`src/rtl/reg_bank_arb.sv`:
```
// Round-robin write arbiter for two requesters plus a registered read port over a 4-entry register bank.
// Optional feature macro: WRITE_BYPASS_EN forwards a same-edge write to rd_data.
module reg_bank_arb #(
  parameter int DATA_W   = 32,
  parameter int NUM_REGS = 4
) (
  input  logic              clk,
  input  logic              rst_n,
  input  logic              req_a,
  input  logic [1:0]        addr_a,
  input  logic [DATA_W-1:0] data_a,
  output logic              gnt_a,
  input  logic              req_b,
  input  logic [1:0]        addr_b,
  input  logic [DATA_W-1:0] data_b,
  output logic              gnt_b,
  input  logic [1:0]        rd_addr,
  output logic [DATA_W-1:0] rd_data,
  output logic              last_b
);

  logic [DATA_W-1:0] regs_q [NUM_REGS];
  logic [DATA_W-1:0] rd_data_q, rd_data_d;
  logic              gnt_a_q, gnt_a_d;
  logic              gnt_b_q, gnt_b_d;
  logic              last_b_q, last_b_d;
  logic              elig_a, elig_b;
  logic              wr_en;
  logic [1:0]        wr_addr;
  logic [DATA_W-1:0] wr_data;

  // A request seen while its own grant is high was already consumed at the previous edge.
  always_comb begin
    elig_a    = req_a & ~gnt_a_q;
    elig_b    = req_b & ~gnt_b_q;
    gnt_a_d   = elig_a & (~elig_b | last_b_q);
    gnt_b_d   = elig_b & (~elig_a | ~last_b_q);
    wr_en     = gnt_a_d | gnt_b_d;
    wr_addr   = gnt_b_d ? addr_b : addr_a;
    wr_data   = gnt_b_d ? data_b : data_a;
    last_b_d  = wr_en ? gnt_b_d : last_b_q;
    rd_data_d = regs_q[rd_addr];
`ifdef WRITE_BYPASS_EN
    if (wr_en && (wr_addr == rd_addr)) begin
      rd_data_d = wr_data;
    end
`endif
  end

  always_ff @(posedge clk or negedge rst_n) begin
    if (!rst_n) begin
      for (int i = 0; i < NUM_REGS; i++) begin
        regs_q[i] <= '0;
      end
      rd_data_q <= '0;
      gnt_a_q   <= 1'b0;
      gnt_b_q   <= 1'b0;
      last_b_q  <= 1'b1;
    end else begin
      if (wr_en) begin
        regs_q[wr_addr] <= wr_data;
      end
      rd_data_q <= rd_data_d;
      gnt_a_q   <= gnt_a_d;
      gnt_b_q   <= gnt_b_d;
      last_b_q  <= last_b_d;
    end
  end

  assign gnt_a   = gnt_a_q;
  assign gnt_b   = gnt_b_q;
  assign last_b  = last_b_q;
  assign rd_data = rd_data_q;

endmodule

```
`config.mk`:
```
export PLATFORM = sky130hd
export DESIGN_NAME = reg_bank_arb
export DESIGN_NICKNAME = d
export VERILOG_FILES = /design/src/rtl/reg_bank_arb.sv
export SDC_FILE = /design/constraint.sdc
export NUM_CORES = 1
export LEC_CHECK = 0
export BUFFER_PORTS_ARGS = -buffer_cell sky130_fd_sc_hd__clkbuf_2
export CAP_MARGIN = 15
export CORE_ASPECT_RATIO = 2
export CORE_UTILIZATION = 54
export DETAILED_ROUTE_END_ITERATION = 8
export PLACE_DENSITY = 0.86
export SLEW_MARGIN = 20
export SYNTH_ARGS = -nofsm -noshare
export SYNTH_HDL_FRONTEND = slang
export SYNTH_SLANG_ARGS = --single-unit
```
`constraint.sdc`:
```
create_clock -name clk -period 5 [get_ports clk]
set_input_delay 1.5 -clock clk [delete_from_list [all_inputs] [get_ports clk]]
set_output_delay 1.5 -clock clk [all_outputs]
set_load 0.05 [all_outputs]
```
==> metrics.yaml <==
syn_inst: 828
synth.distinct_cells: 21
drc: 0
slew_violations: 0
nets: 954
max_freq_ghz: 0.298
use_met2_pct: 54.8
ctsHoldBuffers: 0
synth_top_area_share_pct: 49.0
drt_iter0_drc: 981
worstPathArrival_ns: 3.68
synth.avg_cell_area_sq_um: 9.99
seq_area_sq_mm: 0.00408
drtAntennaViolNets: 0
p_clk_share_pct: 29.4
die_area_sq_mm: 0.0158
ys_seq_area_share_pct: 49.3
num_io_pins: 109
gp_congestion: 0.877
cts_tree: "built"
power_frac_comb_pct: 28.0
dpl.hpwl_mm: 15.0
rows: 63
cp-end-kind: "flop"
io_buffers: 108
use_met1_pct: 42.5
outcome: "complete, no violations"
grt_pass1_vias: 7771
syn_area_sq_mm: 0.00827
vias_per_cell: 7.09
slowest_delay_ns: 0.81
p_sw_share_pct: 36.0
design.core.area_sq_mm: 0.0149
setup_violations: 0
drt-total-wl_mm: 26.1
multi_input_area_sq_mm: 0.00332
synth_nets: 902
clock_skew_ns: 0.00860
path_max_fanout: 84
fillers: 1148
r2r_end: "regs_q[80]"
grt_usage_pct: 35.2
wl_per_cell_microns: 24.0
drive_above_1_share_pct: 22.3
p_switching_w: 0.00163
whs_endpoint: "regs_q[116]"
hold_ws_ns: 0.543
hold_depth: 2
p_leak_nw: 4.26
use_met3_pct: 7.65
yosys_warnings: 0
p_per_area_mw_per_mm2: 479
grt_busiest_layer: "met2"
critPathTopFamily: "buffers and inverters"
required_ns: 5.32
worst_hold_startpoint: "regs_q[116]"
critPathLaunchType: "input pin"
fin_crit_ns: 3.36
cts.sinks: 163
maxSlewHeadroom_pct: 24.6
insertion_delay_ns: 0.44
ctsResizeCount: 0
hold_violations: 0
clkTransAtPathRegs_ns: 0.07
cts_inserted_buffers: 17
path_class: "input pin to flop"
tns_ns: 0
min_period_over_period_pct: 67.2
crit_slowest_cell: "buf_4"
reg2reg_depth: 4
die_w_microns: 89.5
gr-total-overflow: 0
r2r_start: "last_b"
vias: 7703
vdd_drop_max_mv: 0.291
area_growth_pct: 14.1
grt_max_degree: 91
path_cells: "clkbuf_2, and3b_4, buf_4, nor3_1, a311oi_1"
intPower_w: 0.00289
cap_violations: 0
worst_pin_slew_ns: 1.13
clockBufferDepth: 2
die_height_microns: 177
first_pass_iters: 9
power.share.sequential_pct: 42.6
ys_seq_elements: 163
synth_top_area_cell: "dfrtp_1"
cts_max_level: 4
antenna_cells: 0
grt_pass1_wl_mm: 40.9
synthTopCellsByArea: "dfrtp_1, nor3_1, a311oi_1, mux4_2, inv_1"
rsz0062_at_grt: "no"
postCtsSetupBuffers: 0
crit_buf_inv: 2
root_buffer: "clkbuf_16"
start_util_pct: 55.5
regToRegSetupSlack_ns: 2.25
antenna_found_initial: 0
hold_path_class: "flop to flop"
state kept, by name (all words and copies together) (netlist names):
name and flops:
regs_q 128, rd_data 32, gnt_a 1, gnt_b 1, last_b 1
logic make-up (layout without fill, tap and decap cells):
group	after synthesis	in the layout	share of synthesized area, %
and+or+nand+nor	277	277	17.6
buffers and inverters	227	291	10.7
DFF	163	163	49.3
AOI/OAI and AO/OA	129	129	13.7
muxes	32	32	8.71
cell usage after synthesis:
master,count
or2_1,7
a21oi_1,1
a311oi_1,127
dfrtp_1,162
dfstp_2,1
or4b_1,2
nor3b_1,2
buf_6,3
buf_1,6
a311oi_2,1
nand4b_1,2
clkbuf_1,80
mux4_2,32
buf_2,9
and3b_1,1
nor3_1,256
nor3b_2,1
or2_2,1
nand4bb_1,4
inv_1,129
nor2_1,1
per-stage QoR:
stage	instance area (sq um)	util [%]	worst slack, ns	power (W)	std cells
final	9440	63.3	1.64	0.00452	1087
after floorplan	8270	-	2.03	0.00279	828
after detailed placement	8840	59.4	1.33	0.00317	1056
after global routing	9440	63.3	1.56	0.00469	1087
after CTS	9440	63.3	1.77	0.00450	1087
after global placement	8840	59.4	1.41	0.00313	1056
power groups by stage:
stage	clock network [W]	registers (W)	logic, W
floorplan	0	0.00219	0.000593
global placement	0	0.00191	0.00121
detailed placement	0	0.00193	0.00124
CTS	0.00133	0.00191	0.00126
global route	0.00138	0.00196	0.00136
finish	0.00133	0.00193	0.00127
metal layers:
| metal | share of wire (%) | vias to the layer above |
|---|---|---|
| li1 | - | 3178 |
| met1 | 34 | 3723 |
| met2 | 50 | 640 |
| met3 | 9.1 | 162 |
| met4 | 7.1 | 0 |
| met5 | 0 | - |
area by class of cell:
| cell class | instances | share of cell area [%] |
|---|---|---|
| clock buffers | 18 | 4.65 |
| clock inverters | 13 | 1.62 |
| well taps | 195 | 2.59 |
| multi-input cells | 438 | 35.1 |
| flip-flops and latches | 163 | 43.2 |
| repair buffers | 131 | 7.62 |
| inverters | 129 | 5.13 |
worst min-delay path, cell delays in order, from the launching register on:
cell      delay, ns
dfrtp_1        0.38
inv_1          0.06
a311oi_1       0.07
placed cells by master, fill, tap and decap left out, types with 4 or more instances in the layout:
cell type	count
mux4_2	32
clkinv_4	5
nand4bb_1	4
clkbuf_16	17
nor3_1	256
dfrtp_1	162
buf_4	23
a311oi_1	127
or2_1	7
clkbuf_2	107
inv_1	129
worst max path at each step:
stage / start / end / cells past startpoint
after detailed placement: req_b / regs_q[0] / 5
after global placement: req_a / regs_q[38] / 5
after floorplan: addr_a[0] / regs_q[117] / 6
after global routing: req_a / regs_q[72] / 5
final: req_a / regs_q[80] / 5
after CTS: req_b / regs_q[17] / 5
Note: power is estimated with default switching activity, not from simulation.
